File: src/rtl/axis_burst_reader_if.sv
// AXI-Stream link used on both sides of the burst reader.
// tlevel carries the FIFO fill level on the FIFO side and is tied off on the output side.
interface axis_burst_reader_if #(
    parameter int DATA_WIDTH  = 16,
    parameter int USER_WIDTH  = 1,
    parameter int LEVEL_WIDTH = 3
);
    logic [DATA_WIDTH-1:0]  tdata;
    logic [USER_WIDTH-1:0]  tuser;
    logic                   tlast;
    logic                   tvalid;
    logic                   tready;
    logic [LEVEL_WIDTH-1:0] tlevel;

    modport master (output tdata, tuser, tlast, tvalid, tlevel, input tready);
    modport slave  (input tdata, tuser, tlast, tvalid, tlevel, output tready);
endinterface

File: src/rtl/axis_burst_reader.sv
// Waits until a full burst is buffered in the upstream FIFO, then drains up to BURST_LEN
// beats and re-emits them as one framed packet; an input tlast closes a burst early.
module axis_burst_reader #(
    parameter int DATA_WIDTH  = 16,
    parameter int USER_WIDTH  = 1,
    parameter int LEVEL_WIDTH = 3,
    parameter int BURST_LEN   = 4
) (
    input  logic                       clk_i,
    input  logic                       reset_ni,
    axis_burst_reader_if.slave         s_axis_in,
    axis_burst_reader_if.master        m_axis_out,
    output logic [15:0]                burst_cnt_o,
    output logic                       short_burst_o,
    output logic                       busy_o
);
    // state | meaning
    // IDLE  | not pulling; waiting for FIFO level >= BURST_LEN
    // READ  | pulling beats until BURST_LEN taken or input tlast seen
    typedef enum logic {IDLE, READ} state_t;

    localparam int BEAT_W = $clog2(BURST_LEN + 1);
    localparam logic [BEAT_W-1:0]      LAST_BEAT = BEAT_W'(BURST_LEN - 1);
    localparam logic [LEVEL_WIDTH-1:0] LEVEL_MIN = LEVEL_WIDTH'(BURST_LEN);

    state_t                state_q, state_d;
    logic [BEAT_W-1:0]     beat_cnt_q, beat_cnt_d;
    logic [DATA_WIDTH-1:0] tdata_q, tdata_d;
    logic [USER_WIDTH-1:0] tuser_q, tuser_d;
    logic                  tlast_q, tlast_d;
    logic                  tvalid_q, tvalid_d;
    logic [15:0]           burst_cnt_q, burst_cnt_d;
    logic                  short_q, short_d;
    logic                  busy_q, busy_d;
    logic                  in_ready;
    logic                  accept;
    logic                  fin;

    always_comb begin
        state_d     = state_q;
        beat_cnt_d  = beat_cnt_q;
        tdata_d     = tdata_q;
        tuser_d     = tuser_q;
        tlast_d     = tlast_q;
        tvalid_d    = tvalid_q;
        burst_cnt_d = burst_cnt_q;
        short_d     = 1'b0;
        fin         = 1'b0;

        // Pull only while the output register is free or draining this cycle.
        in_ready = (state_q == READ) && (!tvalid_q || m_axis_out.tready);
        accept   = in_ready && s_axis_in.tvalid;

        if (accept) begin
            tvalid_d = 1'b1;
        end else if (m_axis_out.tready) begin
            tvalid_d = 1'b0;
        end

        case (state_q)
            IDLE: begin
                if (s_axis_in.tlevel >= LEVEL_MIN) begin
                    state_d    = READ;
                    beat_cnt_d = '0;
                end
            end
            READ: begin
                if (accept) begin
                    fin        = (beat_cnt_q == LAST_BEAT) || s_axis_in.tlast;
                    tdata_d    = s_axis_in.tdata;
                    tuser_d    = s_axis_in.tuser;
                    tlast_d    = fin;
                    beat_cnt_d = beat_cnt_q + 1'b1;
                    if (fin) begin
                        state_d     = IDLE;
                        burst_cnt_d = burst_cnt_q + 16'd1;
                        short_d     = (beat_cnt_q < LAST_BEAT);
                        beat_cnt_d  = '0;
                    end
                end
            end
            default: state_d = IDLE;
        endcase

        busy_d = (state_d == READ);
    end

    always_ff @(posedge clk_i or negedge reset_ni) begin
        if (!reset_ni) begin
            state_q     <= IDLE;
            beat_cnt_q  <= '0;
            tdata_q     <= '0;
            tuser_q     <= '0;
            tlast_q     <= 1'b0;
            tvalid_q    <= 1'b0;
            burst_cnt_q <= '0;
            short_q     <= 1'b0;
            busy_q      <= 1'b0;
        end else begin
            state_q     <= state_d;
            beat_cnt_q  <= beat_cnt_d;
            tdata_q     <= tdata_d;
            tuser_q     <= tuser_d;
            tlast_q     <= tlast_d;
            tvalid_q    <= tvalid_d;
            burst_cnt_q <= burst_cnt_d;
            short_q     <= short_d;
            busy_q      <= busy_d;
        end
    end

    assign s_axis_in.tready  = in_ready;
    assign m_axis_out.tdata  = tdata_q;
    assign m_axis_out.tuser  = tuser_q;
    assign m_axis_out.tlast  = tlast_q;
    assign m_axis_out.tvalid = tvalid_q;
    assign m_axis_out.tlevel = '0;
    assign burst_cnt_o       = burst_cnt_q;
    assign short_burst_o     = short_q;
    assign busy_o            = busy_q;
endmodule

File: src/flat_wrapper.sv
// flat-port wrapper written by rule: the top's interface ports become plain ports
module axis_burst_reader_flat 
#(
    parameter int DATA_WIDTH  = 16,
    parameter int USER_WIDTH  = 1,
    parameter int LEVEL_WIDTH = 3,
    parameter int BURST_LEN   = 4
)
  (clk_i, reset_ni, burst_cnt_o, short_burst_o, busy_o, s_axis_in_tdata, s_axis_in_tuser, s_axis_in_tlast, s_axis_in_tvalid, s_axis_in_tlevel, s_axis_in_tready, m_axis_out_tdata, m_axis_out_tuser, m_axis_out_tlast, m_axis_out_tvalid, m_axis_out_tlevel, m_axis_out_tready);
  axis_burst_reader_if #(.DATA_WIDTH(DATA_WIDTH), .USER_WIDTH(USER_WIDTH), .LEVEL_WIDTH(LEVEL_WIDTH)) s_axis_in_i ();
  axis_burst_reader_if #(.DATA_WIDTH(DATA_WIDTH), .USER_WIDTH(USER_WIDTH), .LEVEL_WIDTH(LEVEL_WIDTH)) m_axis_out_i ();
  input  logic clk_i;
  input  logic reset_ni;
  output logic [15:0] burst_cnt_o;
  output logic short_burst_o;
  output logic busy_o;
  input wire logic [$bits(s_axis_in_i.tdata)-1:0] s_axis_in_tdata;
  input wire logic [$bits(s_axis_in_i.tuser)-1:0] s_axis_in_tuser;
  input wire logic [$bits(s_axis_in_i.tlast)-1:0] s_axis_in_tlast;
  input wire logic [$bits(s_axis_in_i.tvalid)-1:0] s_axis_in_tvalid;
  input wire logic [$bits(s_axis_in_i.tlevel)-1:0] s_axis_in_tlevel;
  output wire logic [$bits(s_axis_in_i.tready)-1:0] s_axis_in_tready;
  output wire logic [$bits(m_axis_out_i.tdata)-1:0] m_axis_out_tdata;
  output wire logic [$bits(m_axis_out_i.tuser)-1:0] m_axis_out_tuser;
  output wire logic [$bits(m_axis_out_i.tlast)-1:0] m_axis_out_tlast;
  output wire logic [$bits(m_axis_out_i.tvalid)-1:0] m_axis_out_tvalid;
  output wire logic [$bits(m_axis_out_i.tlevel)-1:0] m_axis_out_tlevel;
  input wire logic [$bits(m_axis_out_i.tready)-1:0] m_axis_out_tready;
  assign s_axis_in_i.tdata = s_axis_in_tdata;
  assign s_axis_in_i.tuser = s_axis_in_tuser;
  assign s_axis_in_i.tlast = s_axis_in_tlast;
  assign s_axis_in_i.tvalid = s_axis_in_tvalid;
  assign s_axis_in_i.tlevel = s_axis_in_tlevel;
  assign s_axis_in_tready = s_axis_in_i.tready;
  assign m_axis_out_tdata = m_axis_out_i.tdata;
  assign m_axis_out_tuser = m_axis_out_i.tuser;
  assign m_axis_out_tlast = m_axis_out_i.tlast;
  assign m_axis_out_tvalid = m_axis_out_i.tvalid;
  assign m_axis_out_tlevel = m_axis_out_i.tlevel;
  assign m_axis_out_i.tready = m_axis_out_tready;
  axis_burst_reader #(.DATA_WIDTH(DATA_WIDTH), .USER_WIDTH(USER_WIDTH), .LEVEL_WIDTH(LEVEL_WIDTH), .BURST_LEN(BURST_LEN)) u_core (.clk_i(clk_i), .reset_ni(reset_ni), .s_axis_in(s_axis_in_i), .m_axis_out(m_axis_out_i), .burst_cnt_o(burst_cnt_o), .short_burst_o(short_burst_o), .busy_o(busy_o));
endmodule
File: config.mk
export PLATFORM = sky130hd
export DESIGN_NAME = axis_burst_reader_flat
export DESIGN_NICKNAME = d
export VERILOG_FILES = /design/src/rtl/axis_burst_reader_if.sv /design/src/rtl/axis_burst_reader.sv /design/src/flat_wrapper.sv
export SDC_FILE = /design/constraint.sdc
export NUM_CORES = 1
export LEC_CHECK = 0
export BUFFER_PORTS_ARGS = -buffer_cell sky130_fd_sc_hd__buf_2
export CAP_MARGIN = 20
export CELL_PAD_IN_SITES_DETAIL_PLACEMENT = 0
export CELL_PAD_IN_SITES_GLOBAL_PLACEMENT = 1
export CORE_MARGIN = 1
export CORE_UTILIZATION = 38
export CTS_CLUSTER_DIAMETER = 80
export DETAILED_ROUTE_END_ITERATION = 8
export PLACE_DENSITY = 0.82
export SLEW_MARGIN = 20
export SYNTH_ARGS = -nofsm -noshare
export SYNTH_HDL_FRONTEND = slang
export SYNTH_SLANG_ARGS = --single-unit
File: constraint.sdc
create_clock -name clk_i -period 3.67 [get_ports clk_i]
set_clock_uncertainty 0.05 [all_clocks]
set_input_delay 0.367 -clock clk_i [delete_from_list [all_inputs] [get_ports clk_i]]
set_output_delay 0.367 -clock clk_i [all_outputs]
set_load 0.01 [all_outputs]
==> metrics.cfg <==
[outcome]
outcome=completed

[cells_and_area]
drive_gt1_share_pct=33.2
area_growth_pct=27.0
finalNetCount=253
insertedDiodeCount=0
fillers=405

[route]
drc=0
vias=1283
drt-total-wl_mm=3.21
post_drt_via_cell_ratio=4.65
first_pass_iters=4
dr.first_iter.drc_count=56
wl_per_cell_um=11.6
postRouteAntennaNets=0

[worst_setup_path]
crit_chain=nand2b_1, nand3_1, a2111oi_0
cp_data_arrival_time_ps=1970
crit_type=reg2reg
cpMaxStageDelayCell=nand3_1
cp-end-kind=flip-flop
cpPeakStageDelay_ps=580
critPathMaxFanout=22
worstSetupStartpointType=flip-flop
required_ps=3770

[floorplanning]
die_area_mm2=0.00476
rows=23
dieWidth_um=69.0
ios=66
dieHeight_um=69.0
fp.coreArea_mm2=0.00414
start_util_pct=41.1

[cts]
clock_latency_ps=290
postCtsHoldBufs=0
clk_pin_slew_ps=80
numCtsBuffers=5
cts_sinks=40
root_buffer=clkbuf_8
cts_tree=yes
postCtsSetupBuffers=0
clock_path_buffers=2
cts_resized=0
cts-htree-levels=2

[grt]
antenna_found_initial=0
grt_start_max_net_pins=41
grt_pass1_wl_mm=5.31
grt_usage_pct=15.7
busiest_layer=met2
use_met2_pct=24.0
grtUsageMet1_pct=19.5
grt_util_met3_pct=7.89
gr-total-overflow=0
grt_pass1_vias=1187

[synthesis]
yosys_warnings=0
syn_area_mm2=0.00170
postSynthAreaPerCell_um2=10.5
synth.distinct_cells=27
synth_seq_cells=40
synthCells=163
seq_area_frac_synth_pct=58.7

[power_and_ir_drop]
power_leakage_nw=1.16
power_density_mw_per_mm2=584
vdd.ir_drop.worst_uv=310

[timing]
worstMarginPinSlew_ps=860
min_period_ps=1870
whs_ps=135
tns_ps=0
fin_crit_sh_pct=51.0
maxSlewViolCount=0
maxSlewHeadroom_pct=42.7
rsz0062_at_grt=false
setup_slack_ps=1800
clock.fmax_mhz=534
timing.final.hold_violations=0
setup_viol=0

[placement]
dpl_worst_slack_ps=1600
portBuffers=60
place_congestion=0.756
dp_hpwl_mm=2.28

[run]
drv_cap=0

[min_path]
hp-class=in2async

## per-stage QoR
step           power (W)  instances  utilization [%]  cell area (um2)
2_1_floorplan   0.000760        165                -             1710
3_3_place_gp    0.000886        268             49.2             2040
3_5_place_dp    0.000890        268             49.2             2040
4_1_cts          0.00128        276             52.2             2160
5_1_grt          0.00135        276             52.2             2160
6_report         0.00126        276             52.2             2160
## placed cells by master (no fill, tap or decap)
master      n
inv_1       1
nor3_4      1
bufinv_16   1
nand4_1     7
buf_2      60
ha_1        3
nand2b_1    2
and3_1      2
conb_1      3
xor2_1      2
nand3_1     9
o21ai_0     1
nand2_2     1
nor2b_4     1
and2_1      2
nor4_4      1
clkbuf_8    7
o41ai_1     1
mux2_2      1
a2111oi_0   1
dfrtp_1    40
nor2_2      1
buf_4       1
o21a_1      1
nor2_1      3
and4_1      3
nand2_1    57
xnor2_1    13
## report_power, final
part / internal [W] / total, W / switching [W] / leakage [nW]
clock network: 0.000240 / 0.000386 / 0.000147 / 0.0645
registers: 0.000525 / 0.000590 / 0.0000659 / 0.512
logic: 0.000123 / 0.000286 / 0.000163 / 0.584
## path summary, 6_finish.rpt
kind,startpoint,to,cells past startpoint,slack (ps)
setup / recovery,u_core.m_axis_out.tvalid,u_core.short_burst_o,3,1800
min in group clk_i,s_axis_in_tdata[5],u_core.m_axis_out.tdata[5],3,210
max in group asynchronous,reset_ni,u_core.m_axis_out.tdata[0],1,2890
hold / removal,reset_ni,u_core.burst_cnt_o[7],1,140
setup reg to reg,u_core.m_axis_out.tvalid,u_core.short_burst_o,3,1800
hold reg to reg,u_core.burst_cnt_o[15],u_core.burst_cnt_o[15],1,420
## cell families (layout without fill, tap and decap cells)
group	Yosys count	in the layout	share of synthesized area (%)
other cells	1	3	0.220
buf+inv	9	70	2.79
xor+xnor	15	15	7.71
flops	40	40	58.7
mux	1	1	0.661
fa+ha+maj	3	3	2.20
simple gates	90	90	25.9
compound gates	4	4	1.76
## worst max-delay path, delay by kind of cell (launching register included)
family | cells | cell delay (ps)
compound gates | 1 | 580
flops | 1 | 400
simple gates | 2 | 710
## area by class of cell
| type | instances | area [um2] | area share [%] |
|---|---|---|---|
| inverters | 1 | 3.75 | 0.173 |
| clock inverters | 1 | 30.0 | 1.39 |
| repair buffers | 61 | 308 | 14.2 |
| clock buffers | 7 | 96.3 | 4.45 |
| well taps | 50 | 62.6 | 2.89 |
| flip-flops and latches | 40 | 1000 | 46.2 |
| multi-input cells | 116 | 663 | 30.6 |
## flip-flops by register name (all words and copies together) (netlist names)
| name | cells |
|---|---|
| u_core.m_axis_out.tlast | 1 |
| u_core.m_axis_out.tdata | 16 |
| u_core.short_burst_o | 1 |
| u_core.m_axis_out.tvalid | 1 |
| u_core.state_q | 1 |
| u_core.burst_cnt_o | 16 |
| u_core.beat_cnt_q | 3 |
| u_core.m_axis_out.tuser | 1 |
## Yosys cell counts
| library cell | instances | area share, % |
|---|---|---|
| nor4_4 | 1 | 1.2 |
| nand3_1 | 9 | 2.6 |
| nand2_1 | 57 | 13 |
| clkbuf_1 | 3 | 0.66 |
| o41ai_1 | 1 | 0.51 |
| xor2_1 | 2 | 1.0 |
| o21ai_0 | 1 | 0.29 |
| xnor2_1 | 13 | 6.7 |
| and3_1 | 2 | 0.73 |
| a2111oi_0 | 1 | 0.51 |
| nor3_4 | 1 | 0.95 |
| mux2_2 | 1 | 0.66 |
| o21a_1 | 1 | 0.44 |
| ha_1 | 3 | 2.2 |
| nor2b_4 | 1 | 0.81 |
| buf_2 | 2 | 0.59 |
| inv_1 | 1 | 0.22 |
| buf_4 | 3 | 1.3 |
| dfrtp_1 | 40 | 59 |
| nor2_1 | 3 | 0.66 |
| nor2_2 | 1 | 0.37 |
| nand2b_1 | 2 | 0.73 |
| and2_1 | 2 | 0.73 |
| and4_1 | 3 | 1.5 |
| nand2_2 | 1 | 0.37 |
| nand4_1 | 7 | 2.6 |
| conb_1 | 1 | 0.22 |
## metal layers
| metal | part of all wire [%] | up-vias |
|---|---|---|
| li1 | - | 650 |
| met1 | 46 | 580 |
| met2 | 44 | 51 |
| met3 | 9.4 | 2 |
| met4 | 0.44 | 0 |
| met5 | 0 | - |
(Power assumes the default switching activity.)
